## config.mk

```make
export PLATFORM = sky130hd
export DESIGN_NAME = fifo_uart_tx_flat
export DESIGN_NICKNAME = d
export VERILOG_FILES = /design/src/rtl/fifo_uart_tx_if.sv /design/src/rtl/fifo_uart_tx.sv /design/src/flat_wrapper.sv
export SDC_FILE = /design/constraint.sdc
export NUM_CORES = 1
export LEC_CHECK = 0
export CORE_MARGIN = 5
export CORE_UTILIZATION = 56
export DETAILED_ROUTE_END_ITERATION = 16
export PLACE_DENSITY = 0.83
export SYNTH_ARGS = -nofsm -noshare
export SYNTH_HDL_FRONTEND = slang
export SYNTH_SLANG_ARGS = --single-unit
```

## constraint.sdc

```tcl
create_clock -name clk_i -period 2.65 [get_ports clk_i]
set_input_delay 0.3975 -clock clk_i [delete_from_list [all_inputs] [get_ports clk_i]]
set_output_delay 0.3975 -clock clk_i [all_outputs]
set_load 0.01 [all_outputs]
```

## src/rtl/fifo_uart_tx_if.sv

```systemverilog
// FIFO read-side handshake between the FIFO and its serial drain stage.
// The master (drain) pops bytes; the slave (FIFO) reports occupancy and data.
interface fifo_uart_tx_if;
   logic       read;
   logic       f_empty_n;
   logic [7:0] fifo_data;

   modport master (
      output read,
      input  f_empty_n,
      input  fifo_data
   );

   modport slave (
      input  read,
      output f_empty_n,
      output fifo_data
   );
endinterface

```

## src/rtl/fifo_uart_tx.sv

```systemverilog
// FIFO drain stage: pops one byte at a time and sends it as an 8N1 frame on tx_o.
// Frames run back-to-back while the FIFO is non-empty and enable_i is high.
module fifo_uart_tx #(
   parameter int unsigned CLKS_PER_BIT = 16,
   parameter int unsigned CNT_W        = 16
) (
   input  logic                  clk_i,
   input  logic                  rst_i,
   input  logic                  enable_i,
   fifo_uart_tx_if.master        fifo,
   output logic                  tx_o,
   output logic                  busy_o,
   output logic                  tx_done_o,
   output logic [7:0]            byte_cnt_o
);

   typedef enum logic [2:0] {StIdle, StFetch, StLoad, StStart, StData, StStop} state_e;

   localparam logic [CNT_W-1:0] BaudMax = CNT_W'(CLKS_PER_BIT - 1);

   state_e           state_q;
   logic             read_q;
   logic             tx_q;
   logic             tx_done_q;
   logic [7:0]       byte_cnt_q;
   logic [7:0]       shift_q;
   logic [CNT_W-1:0] baud_q;
   logic [2:0]       bit_q;
   logic             baud_end;

   assign baud_end = (baud_q == BaudMax);

   always_ff @(posedge clk_i or posedge rst_i) begin
      if (rst_i) begin
         state_q    <= StIdle;
         read_q     <= 1'b0;
         tx_q       <= 1'b1;
         tx_done_q  <= 1'b0;
         byte_cnt_q <= 8'd0;
         shift_q    <= 8'd0;
         baud_q     <= '0;
         bit_q      <= 3'd0;
      end else begin
         tx_done_q <= 1'b0;
         unique case (state_q)
            StIdle: begin
               if (enable_i && fifo.f_empty_n) begin
                  read_q  <= 1'b1;
                  state_q <= StFetch;
               end
            end
            StFetch: begin
               read_q  <= 1'b0;
               state_q <= StLoad;
            end
            // FIFO data is valid here, one cycle after the pop was sampled.
            StLoad: begin
               shift_q <= fifo.fifo_data;
               tx_q    <= 1'b0;
               baud_q  <= '0;
               state_q <= StStart;
            end
            StStart: begin
               if (baud_end) begin
                  baud_q  <= '0;
                  tx_q    <= shift_q[0];
                  bit_q   <= 3'd0;
                  state_q <= StData;
               end else begin
                  baud_q <= baud_q + CNT_W'(1);
               end
            end
            StData: begin
               if (baud_end) begin
                  baud_q <= '0;
                  if (bit_q != 3'd7) begin
                     shift_q <= shift_q >> 1;
                     tx_q    <= shift_q[1];
                     bit_q   <= bit_q + 3'd1;
                  end else begin
                     tx_q    <= 1'b1;
                     state_q <= StStop;
                  end
               end else begin
                  baud_q <= baud_q + CNT_W'(1);
               end
            end
            StStop: begin
               if (baud_end) begin
                  baud_q     <= '0;
                  tx_done_q  <= 1'b1;
                  byte_cnt_q <= byte_cnt_q + 8'd1;
                  state_q    <= StIdle;
               end else begin
                  baud_q <= baud_q + CNT_W'(1);
               end
            end
            default: state_q <= StIdle;
         endcase
      end
   end

   assign fifo.read  = read_q;
   assign tx_o       = tx_q;
   assign tx_done_o  = tx_done_q;
   assign byte_cnt_o = byte_cnt_q;
   assign busy_o     = (state_q != StIdle);

endmodule

```

## src/flat_wrapper.sv

```systemverilog
// flat-port wrapper written by rule: the top's interface ports become plain ports
module fifo_uart_tx_flat 
#(
   parameter int unsigned CLKS_PER_BIT = 16,
   parameter int unsigned CNT_W        = 16
)
  (clk_i, rst_i, enable_i, tx_o, busy_o, tx_done_o, byte_cnt_o, fifo_read, fifo_f_empty_n, fifo_fifo_data);
  fifo_uart_tx_if fifo_i ();
  input  logic clk_i;
  input  logic rst_i;
  input  logic enable_i;
  output logic tx_o;
  output logic busy_o;
  output logic tx_done_o;
  output logic [7:0] byte_cnt_o;
  output wire logic [$bits(fifo_i.read)-1:0] fifo_read;
  input wire logic [$bits(fifo_i.f_empty_n)-1:0] fifo_f_empty_n;
  input wire logic [$bits(fifo_i.fifo_data)-1:0] fifo_fifo_data;
  assign fifo_read = fifo_i.read;
  assign fifo_i.f_empty_n = fifo_f_empty_n;
  assign fifo_i.fifo_data = fifo_fifo_data;
  fifo_uart_tx #(.CLKS_PER_BIT(CLKS_PER_BIT), .CNT_W(CNT_W)) u_core (.clk_i(clk_i), .rst_i(rst_i), .enable_i(enable_i), .fifo(fifo_i), .tx_o(tx_o), .busy_o(busy_o), .tx_done_o(tx_done_o), .byte_cnt_o(byte_cnt_o));
endmodule
```

==> impl_metrics.env, run 1 <==
export IMPL_outcome="completed"
export IMPL_cts_buffers=5
export IMPL_firstDrtPassIters=4
export IMPL_dieHeight_um=74.0
export IMPL_synth_top_family_by_area="simple AND/OR/NAND/NOR gates"
export IMPL_grt_max_degree=42
export IMPL_max_freq_mhz=455
export IMPL_total_power_mw=1.20
export IMPL_rsz0062_at_grt="false"
export IMPL_power_switching_mw=0.260
export IMPL_hold_end="u_core.byte_cnt_o[7]"
export IMPL_register_area_mm2=0.00103
export IMPL_clock_power_share_pct=43.5
export IMPL_wl_um=4900
export IMPL_top_level_ports=24
export IMPL_cts_tree="built"
export IMPL_holdWs_ns=0.475
export IMPL_r2r_end="u_core.shift_q[2]"
export IMPL_synthAdderAreaFrac_pct=2.18
export IMPL_worst_pin_slew_ns=0.782
export IMPL_ant_nets=0
export IMPL_synthMuxAreaShare_pct=8.30
export IMPL_swShare_pct=21.7
export IMPL_crit_arrival_ns=2.39
export IMPL_dieArea_mm2=0.00547
export IMPL_synthSimpleGateAreaFrac_pct=24.0
export IMPL_seq_area_frac_synth_pct=44.8
export IMPL_ys_types=42
export IMPL_ys_seq_elements=41
export IMPL_placed_area_mm2=0.00256
export IMPL_r2r_slack_ns=0.45
export IMPL_cellLeakagePower_nw=1.14
export IMPL_fp_dieW_um=74.0
export IMPL_gp_congestion=0.850
export IMPL_row_count=23
export IMPL_netlist_area_mm2=0.00229
export IMPL_synth_common_cells="40 x dfrtp_1, 16 x mux2_2, 16 x nand3_1"
export IMPL_yosys_area_top_type="dfrtp_1"
export IMPL_fill_cells=310
export IMPL_grt_overflow=0
export IMPL_grt_pass1_vias=1771
export IMPL_clock_path_buffers=2
export IMPL_avgSynthCellArea_um2=10.1
export IMPL_hp_start="u_core.byte_cnt_o[7]"
export IMPL_track_usage_pct=19.8
export IMPL_antenna_found_initial=0
export IMPL_stdcell_area_mm2=0.00268
export IMPL_reg2reg_from="u_core.baud_q[0]"
export IMPL_num_nets_final=264
export IMPL_synth_area_top_cells="dfrtp_1 44%, mux2_2 7.9%, a31oi_1 3.5%"
export IMPL_period_minus_slack_ns=2.20
export IMPL_slew_headroom_pct=47.9
export IMPL_r2r_cells=5
export IMPL_pwr_share_comb_pct=3.5
export IMPL_drt_iter0_markers=148
export IMPL_crit_required_ns=2.84
export IMPL_yosys_warnings=0
export IMPL_hold_depth=1
export IMPL_hold_class="flop to flop"
export IMPL_synth_edf_count=0
export IMPL_remaining_drc_errors=0
export IMPL_dp_hpwl_um=3360
export IMPL_diodes=0
export IMPL_syn_to_final_growth_pct=16.8
export IMPL_p_int_mw=0.938
export IMPL_cts_hold_buf=0
export IMPL_multi_input_area_mm2=0.00119
export IMPL_coreArea_mm2=0.00397
export IMPL_synth_xor_area_share_pct=2.68
export IMPL_endpoint_kind="flop"
export IMPL_cts_root_buf="clkbuf_8"
export IMPL_power_density_mw_per_mm2=448
export IMPL_htree_levels=2
export IMPL_critPathKind="flop to flop"
export IMPL_cts_resized=0
export IMPL_io_buffers=23
export IMPL_finalMaxSlewViolations=0
export IMPL_synth_nets=243
export IMPL_final_setup_tns_ns=0
export IMPL_crit_path_start_kind="flop"
export IMPL_start_util_pct=57.7
export IMPL_grt_pass1_wl_um=8360
export IMPL_p_seq_share_pct=53.0
export IMPL_cts_setup_buffers=0
export IMPL_cts_sinks=41
export IMPL_async_flop_share_pct=100
export IMPL_hold_viol=0
export IMPL_irDropWorstVdd_mv=0.330
export IMPL_synthFlopType="dfrtp_1"
export IMPL_setup_viol=0
export IMPL_drive_gt1_share_pct=13.3
export IMPL_synth_top_area_share_pct=43.7
export IMPL_clock_skew_final_ns=0.00300
export IMPL_critical_path_max_fanout=7
export IMPL_postSynthCellCount=227
export IMPL_yosysMostFrequentCell="dfrtp_1"
export IMPL_num_vias=1872
export IMPL_synth_compound_area_share_pct=15.0
export IMPL_cap_violations=0
export IMPL_cts_clk_slew_worst_paths_ns=0.08
export IMPL_viasPerCell=6.26
export IMPL_insertion_delay_ns=0.30
export IMPL_fin_crit_sh_pct=82.9
export IMPL_fin_util_pct=67.4
export IMPL_drt_wirelength_per_cell_um=16.4
## through the flow
step	setup slack (ns)	std cells
floorplan	0.619	227
global placement	0.566	291
detailed placement	0.468	291
CTS	0.437	299
global route	0.290	299
finish	0.452	299
## layout by cell type (no fill, tap or decap), types with 3 or more instances in the layout
cell             Yosys  layout
and3_1               4       4
clkdlybuf4s50_1      0      23
dfrtp_1             40      40
nand2b_1             3       3
a22o_1               3       3
nor2b_1              8       8
inv_1                6       6
and4_1               3       3
o21ai_0              6       6
nand3_1             16      16
xor2_1               7       7
o311ai_0             6       6
nand2_1             15      15
nor3_1               9       9
mux2_2              16      16
buf_4                0       3
a31oi_1             13      13
nor2_1               9       9
nand4_1              9       9
nor4_1               4       4
a21oi_1              6       6
clkbuf_8             0       5
or3_1                3       3
ha_1                 4       4
## power groups by stage
stage	Sequential (mW)	Combinational, mW	Clock, mW
finish	0.635	0.0423	0.521
global route	0.636	0.0468	0.551
CTS	0.635	0.0436	0.524
detailed placement	0.647	0.0436	0
global placement	0.647	0.0425	0
floorplan	0.647	0.0190	0
## worst max-delay path: stages, from the launching register on
cell and delay [ns]:
dfrtp_1 0.41, ha_1 0.27, and4b_1 0.34, nand4_2 0.18, o32ai_4 0.48, mux2_2 0.40
## worst max-delay path by stage
stage | from | to | slack [ns] | cells past startpoint
6_report | u_core.baud_q[0] | u_core.shift_q[2] | 0.45 | 5
5_1_grt | u_core.baud_q[0] | u_core.byte_cnt_o[1] | 0.29 | 5
4_1_cts | u_core.baud_q[0] | u_core.shift_q[2] | 0.44 | 5
3_5_place_dp | u_core.baud_q[0] | u_core.shift_q[2] | 0.47 | 5
3_3_place_gp | u_core.baud_q[0] | u_core.byte_cnt_o[1] | 0.57 | 5
2_1_floorplan | u_core.baud_q[0] | u_core.shift_q[0] | 0.62 | 5
## area by class of cell
type	count	share of cell area, %
multi-input combinational	168	44.7
sequential	41	38.4
timing repair buffer	26	9.45
clock buffer	5	2.57
tap	50	2.34
clock inverter	3	1.73
inverter	6	0.842
## flip-flops by register name, indices dropped and copies added (netlist names)
| name | count |
|---|---|
| u_core.fifo.read | 1 |
| u_core.state_q | 3 |
| u_core.tx_done_o | 1 |
| u_core.byte_cnt_o | 8 |
| u_core.baud_q | 16 |
| u_core.tx_o | 1 |
| u_core.bit_q | 3 |
| u_core.shift_q | 8 |
## layer usage
| layer | track usage (%) | wire [um] |
|---|---|---|
| met1 | 25.2 | 2080 |
| met2 | 33.1 | 2480 |
| met3 | 4.19 | 266 |
| met4 | 7.65 | 68 |
| met5 | 0 | 0 |
## cells by family after synthesis
family                     Yosys count
and+or+nand+nor                     93
AOI/OAI and AO/OA                   47
DFF                                 41
buffers and inverters               18
muxes                               17
xor gates and xnor gates             7
adders and majority gates            4
(Power assumes the default switching activity.)
==> inputs of run 2 (changes only) <==
- CORE_UTILIZATION: 56 -> 51
- PLACE_DENSITY: 0.83 -> 0.8
- clock period: 2.65 -> 1.87 ns (I/O delays scaled with it)
==> run 2 against run 1 <==
  * Setup slack got worse by 0.43 ns
  * Die area rose by 8.4%
  * Non-clock buffer count rose by 33
  * Final cell count rose by 12%
  * Sequential share of layout area fell by 4.0 points
  * Core utilization rose by 1.3 points
  * Worst hold slack got worse by 0.13 ns
  * Via count rose by 7.4%
  * Sequential power rose by 42%
  * Combinational power rose by 62%
  * Final area rose by 12%
  * Critical path type unchanged
  * Largest power group unchanged
==> impl_metrics.env, run 2 (synthesis gave the netlist of run 1 again) <==
export IMPL_period_minus_slack_ns=1.85
export IMPL_grt_max_degree=42
export IMPL_max_freq_mhz=540
export IMPL_total_power_mw=1.54
export IMPL_worst_pin_slew_ns=0.493
export IMPL_p_int_mw=1.19
export IMPL_clock_path_buffers=2
export IMPL_grt_overflow=0
export IMPL_cts_clk_slew_worst_paths_ns=0.08
export IMPL_antenna_found_initial=0
export IMPL_fin_crit_sh_pct=99.1
export IMPL_cts_hold_buf=0
export IMPL_p_seq_share_pct=58.6
export IMPL_fp_dieW_um=77.0
export IMPL_grt_pass1_vias=1966
export IMPL_r2r_cells=5
export IMPL_cts_root_buf="clkbuf_8"
export IMPL_power_switching_mw=0.341
export IMPL_firstDrtPassIters=6
export IMPL_largest_register_ffs=16
export IMPL_cts_tree="built"
export IMPL_drt_iter0_markers=184
export IMPL_top_level_ports=24
export IMPL_coreArea_mm2=0.00435
export IMPL_diodes=0
export IMPL_syn_to_final_growth_pct=30.6
export IMPL_layout_commonest_cell="dfrtp_1"
export IMPL_clock_power_share_pct=36.9
export IMPL_htree_levels=2
export IMPL_dp_hpwl_um=3760
export IMPL_cts_buffers=5
export IMPL_gp_congestion=0.836
export IMPL_fin_util_pct=68.7
export IMPL_finalMaxSlewViolations=0
export IMPL_crit_arrival_ns=2.03
export IMPL_crit_path_start_kind="flop"
export IMPL_cellLeakagePower_nw=1.34
export IMPL_critical_path_max_fanout=7
export IMPL_insertion_delay_ns=0.29
export IMPL_irDropWorstVdd_mv=0.506
export IMPL_drt_wirelength_per_cell_um=15.8
export IMPL_endpoint_kind="flop"
export IMPL_num_vias=2011
export IMPL_layout_cells_most_common_list="39 x dfrtp_1, 32 x buf_4, 23 x clkdlybuf4s50_1"
export IMPL_ant_nets=0
export IMPL_fill_cells=304
export IMPL_drive_gt1_share_pct=26.2
export IMPL_num_nets_final=297
export IMPL_dieHeight_um=77.0
export IMPL_placed_area_mm2=0.00283
export IMPL_cap_violations=0
export IMPL_clock_skew_final_ns=0.00830
export IMPL_largest_register="u_core.baud_q"
export IMPL_wl_um=5290
export IMPL_final_setup_tns_ns=0
export IMPL_row_count=24
export IMPL_start_util_pct=52.6
export IMPL_hold_viol=0
export IMPL_setup_viol=0
export IMPL_remaining_drc_errors=0
export IMPL_rsz0062_at_grt="true"
export IMPL_power_density_mw_per_mm2=513
export IMPL_grt_pass1_wl_um=9170
export IMPL_holdWs_ns=0.341
export IMPL_hold_class="primary input to asynchronous set/reset pin"
export IMPL_outcome="completed"
export IMPL_dieArea_mm2=0.00593
export IMPL_track_usage_pct=18.7
export IMPL_crit_required_ns=2.05
export IMPL_stdcell_area_mm2=0.00299
export IMPL_io_buffers=23
export IMPL_swShare_pct=22.2
export IMPL_critPathKind="flop to flop"
export IMPL_cts_sinks=41
export IMPL_slew_headroom_pct=67.0
export IMPL_pwr_share_comb_pct=4.5
export IMPL_viasPerCell=6.02
-- run 2: changes by cell type in the layout (fill, tap and decap cells not counted), moves of 2 or more --
cell / delta
buf_12: +2
buf_4: +29
buf_6: +2
clkinv_2: +2
mux2_2: -7
mux2_4: +7
nor2_1: -2
o311ai_0: -5
o311ai_1: +5
-- run 2: metrics by stage --
step | worst slack, ns | instances
finish | 0.0169 | 334
CTS | -0.0448 | 333
global route | -0.0598 | 334
detailed placement | -0.0426 | 324
floorplan | -0.0164 | 227
global placement | 0.0303 | 324
-- run 2: cell type report --
type / instances / area (um2) / share of cell area (%)
timing repair buffer: 59 / 533 / 17.8
multi-input combinational: 168 / 1260 / 42.0
clock buffer: 5 / 68.8 / 2.30
clock inverter: 3 / 17.5 / 0.586
sequential: 41 / 1030 / 34.4
inverter: 6 / 22.5 / 0.753
tap: 52 / 65.1 / 2.17
-- run 2: metal layers --
metal	part of all wire, %	track usage [%]	vias to the layer above
met5	0	0	-
met3	5.5	3.98	7
met4	0.96	4.64	0
met2	49	31.7	61
li1	-	-	977
met1	44	24.3	966
-- run 2: worst max-delay path, stage by stage (launching register included) --
cell and delay (ns):
dfrtp_1 0.42, nor4_4 0.42, nand4_4 0.17, o32ai_4 0.26, buf_12 0.17, mux2_4 0.30
-- run 2: what timing repair did --
item	CTS	global route
endpoints found under the setup margin	8	19
hold endpoints to repair	0	0
cloned	0	0
pin swaps	3	6
gates resized for setup	10	10
setup buffers	1	1
-- run 2: power groups by stage --
stage,combinational [mW],sequential (mW),clock [mW]
after floorplan,0.0269,0.916,0
after global placement,0.0640,0.917,0
after detailed placement,0.0657,0.917,0
after CTS,0.0706,0.900,0.581
after global routing,0.0751,0.902,0.631
final,0.0685,0.900,0.567
-- run 2: path summary, 6_finish.rpt --
path / from / to / slack [ns]
max reg2reg: u_core.baud_q[5] / u_core.shift_q[6] / 0.02
max: u_core.baud_q[5] / u_core.shift_q[6] / 0.02
min reg2reg: u_core.byte_cnt_o[7] / u_core.byte_cnt_o[7] / 0.47
max in group asynchronous: rst_i / u_core.tx_o / 1.27
min in group clk_i: u_core.byte_cnt_o[7] / u_core.byte_cnt_o[7] / 0.47
min: rst_i / u_core.baud_q[11] / 0.34
==> inputs of run 3 (changes only) <==
- CORE_UTILIZATION: 51 -> 53
- CTS_BUF_LIST: not set -> sky130_fd_sc_hd__clkbuf_8
- PLACE_DENSITY: 0.8 -> 0.82
==> run 3 against run 2 <==
  * The flow now finishes with violations (negative setup slack)
  * Non-clock buffer count is 1 lower
  * Combinational power hardly changed
  * Flip-flop and latch count stayed put
  * Sequential power hardly changed
==> impl_metrics.env, run 3 (synthesis gave the netlist of run 1 again) <==
export IMPL_irDropWorstVdd_mv=0.405
export IMPL_power_density_mw_per_mm2=564
export IMPL_fin_cells=333
export IMPL_slew_headroom_pct=66.6
export IMPL_start_util_pct=53.7
export IMPL_gp_congestion=0.900
export IMPL_crit_path_start_kind="flop"
export IMPL_dp_hpwl_um=3810
export IMPL_final_setup_tns_ns=-0.0168
export IMPL_cts_buffers=5
export IMPL_largest_register_ffs=16
export IMPL_slowest_delay_ns=0.43
export IMPL_cts_clk_slew_worst_paths_ns=0.09
export IMPL_coreArea_mm2=0.00426
export IMPL_violations="negative setup slack"
export IMPL_cts_tree="built"
export IMPL_fp_dieW_um=75.7
export IMPL_finalMaxSlewViolations=0
export IMPL_swShare_pct=21.7
export IMPL_layout_cells_most_common_list="39 x dfrtp_1, 31 x buf_4, 23 x clkdlybuf4s50_1"
export IMPL_pwr_share_comb_pct=4.0
export IMPL_fin_util_pct=71.0
export IMPL_drt_wirelength_per_cell_um=17.1
export IMPL_crit_arrival_ns=2.06
export IMPL_fill_cells=293
export IMPL_num_vias=2069
export IMPL_cts_root_buf="clkbuf_8"
export IMPL_firstDrtPassIters=4
export IMPL_p_int_mw=1.34
export IMPL_layout_commonest_cell="dfrtp_1"
export IMPL_grt_pass1_vias=2081
export IMPL_dieHeight_um=75.7
export IMPL_endpoint_kind="flop"
export IMPL_crit_chain="nor4_4 -> nand4_4 -> o32ai_4 -> buf_12 -> mux2_4"
export IMPL_cellLeakagePower_nw=1.35
export IMPL_critical_path_max_fanout=7
export IMPL_htree_levels=2
export IMPL_grt_max_degree=42
export IMPL_clock_skew_final_ns=0.00722
export IMPL_drive_gt1_share_pct=27.4
export IMPL_p_seq_share_pct=52.8
export IMPL_total_power_mw=1.71
export IMPL_clock_path_buffers=2
export IMPL_wl_um=5690
export IMPL_power_switching_mw=0.371
export IMPL_r2r_end="u_core.shift_q[2]"
export IMPL_diodes=0
export IMPL_placed_cells=321
export IMPL_antenna_found_initial=0
export IMPL_io_buffers=23
export IMPL_rsz0062_at_grt="true"
export IMPL_worst_pin_slew_ns=0.499
export IMPL_pre_cts_slack_ns=-0.0512
export IMPL_period_minus_slack_ns=1.88
export IMPL_fin_ws_ns=-0.00554
export IMPL_drt_iter0_markers=223
export IMPL_cap_violations=0
export IMPL_ant_nets=0
export IMPL_row_count=24
export IMPL_setup_viol=4
export IMPL_r2r_slack_ns=-0.006
export IMPL_r2r_cells=5
export IMPL_grt_pass1_wl_um=9630
export IMPL_syn_to_final_growth_pct=32.1
export IMPL_grt_overflow=0
export IMPL_remaining_drc_errors=0
export IMPL_num_nets_final=296
export IMPL_placed_area_mm2=0.00280
export IMPL_reg2reg_from="u_core.baud_q[9]"
export IMPL_holdWs_ns=0.321
export IMPL_crit_buf_inv=1
export IMPL_crit_required_ns=2.06
export IMPL_track_usage_pct=21.7
export IMPL_max_freq_mhz=533
export IMPL_insertion_delay_ns=0.30
export IMPL_outcome="finished, violations left"
export IMPL_cpMaxStageDelayCell="dfrtp_1"
export IMPL_critPathKind="flop to flop"
export IMPL_largest_register="u_core.baud_q"
export IMPL_viasPerCell=6.21
export IMPL_hold_viol=0
export IMPL_clock_power_share_pct=43.2
export IMPL_stdcell_area_mm2=0.00303
export IMPL_top_level_ports=24
export IMPL_dieArea_mm2=0.00574
export IMPL_cp_top_family="simple AND/OR/NAND/NOR gates"
export IMPL_cts_hold_buf=0
export IMPL_hold_class="primary input to asynchronous set/reset pin"
export IMPL_fin_crit_sh_pct=100
export IMPL_cts_sinks=41
-- run 3: how the worst max path moves through the flow --
| stage | endpoint | slack (ns) | start | cells past startpoint |
|---|---|---|---|---|
| 5_1_grt | u_core.shift_q[2] | -0.09 | u_core.baud_q[9] | 5 |
| 3_3_place_gp | u_core.shift_q[4] | 0.02 | u_core.baud_q[15] | 4 |
| 3_5_place_dp | u_core.shift_q[6] | -0.05 | u_core.baud_q[15] | 4 |
| 6_report | u_core.shift_q[2] | -0.006 | u_core.baud_q[9] | 5 |
| 2_1_floorplan | u_core.shift_q[0] | -0.02 | u_core.baud_q[0] | 5 |
| 4_1_cts | u_core.shift_q[6] | -0.04 | u_core.baud_q[5] | 5 |
-- run 3: layout make-up --
| class | instances | area (um2) | share of cell area [%] |
|---|---|---|---|
| multi-input cells | 168 | 1270 | 42.0 |
| flip-flops and latches | 41 | 1030 | 34.0 |
| repair buffers | 58 | 526 | 17.4 |
| clock buffers | 5 | 68.8 | 2.27 |
| well taps | 52 | 65.1 | 2.15 |
| clock inverters | 3 | 46.3 | 1.53 |
| inverters | 6 | 22.5 | 0.744 |
-- run 3: repair_timing --
| item | in CTS | in global routing |
|---|---|---|
| pin swaps | 1 | 4 |
| gates resized for setup | 1 | 18 |
| setup endpoints to repair | 9 | 16 |
| setup buffers | 2 | 2 |
-- run 3: worst reg2reg max path: stages (launching register included) --
cell and delay (ns):
dfrtp_1 0.43, nor4_4 0.42, nand4_4 0.17, o32ai_4 0.27
buf_12 0.17, mux2_4 0.30
-- run 3: power groups by stage --
stage | combinational, mW | sequential [mW] | clock (mW)
5_1_grt | 0.0757 | 0.902 | 0.788
2_1_floorplan | 0.0269 | 0.916 | 0
3_5_place_dp | 0.0653 | 0.918 | 0
4_1_cts | 0.0656 | 0.900 | 0.742
6_report | 0.0682 | 0.901 | 0.738
3_3_place_gp | 0.0632 | 0.917 | 0
-- run 3: layer usage --
metal,wire length [um],global-route usage (%),vias up
li1,-,-,968
met1,2450,28.5,1026
met2,2860,36.2,65
met3,285,3.96,10
met4,89,7.18,0
met5,0,0,-
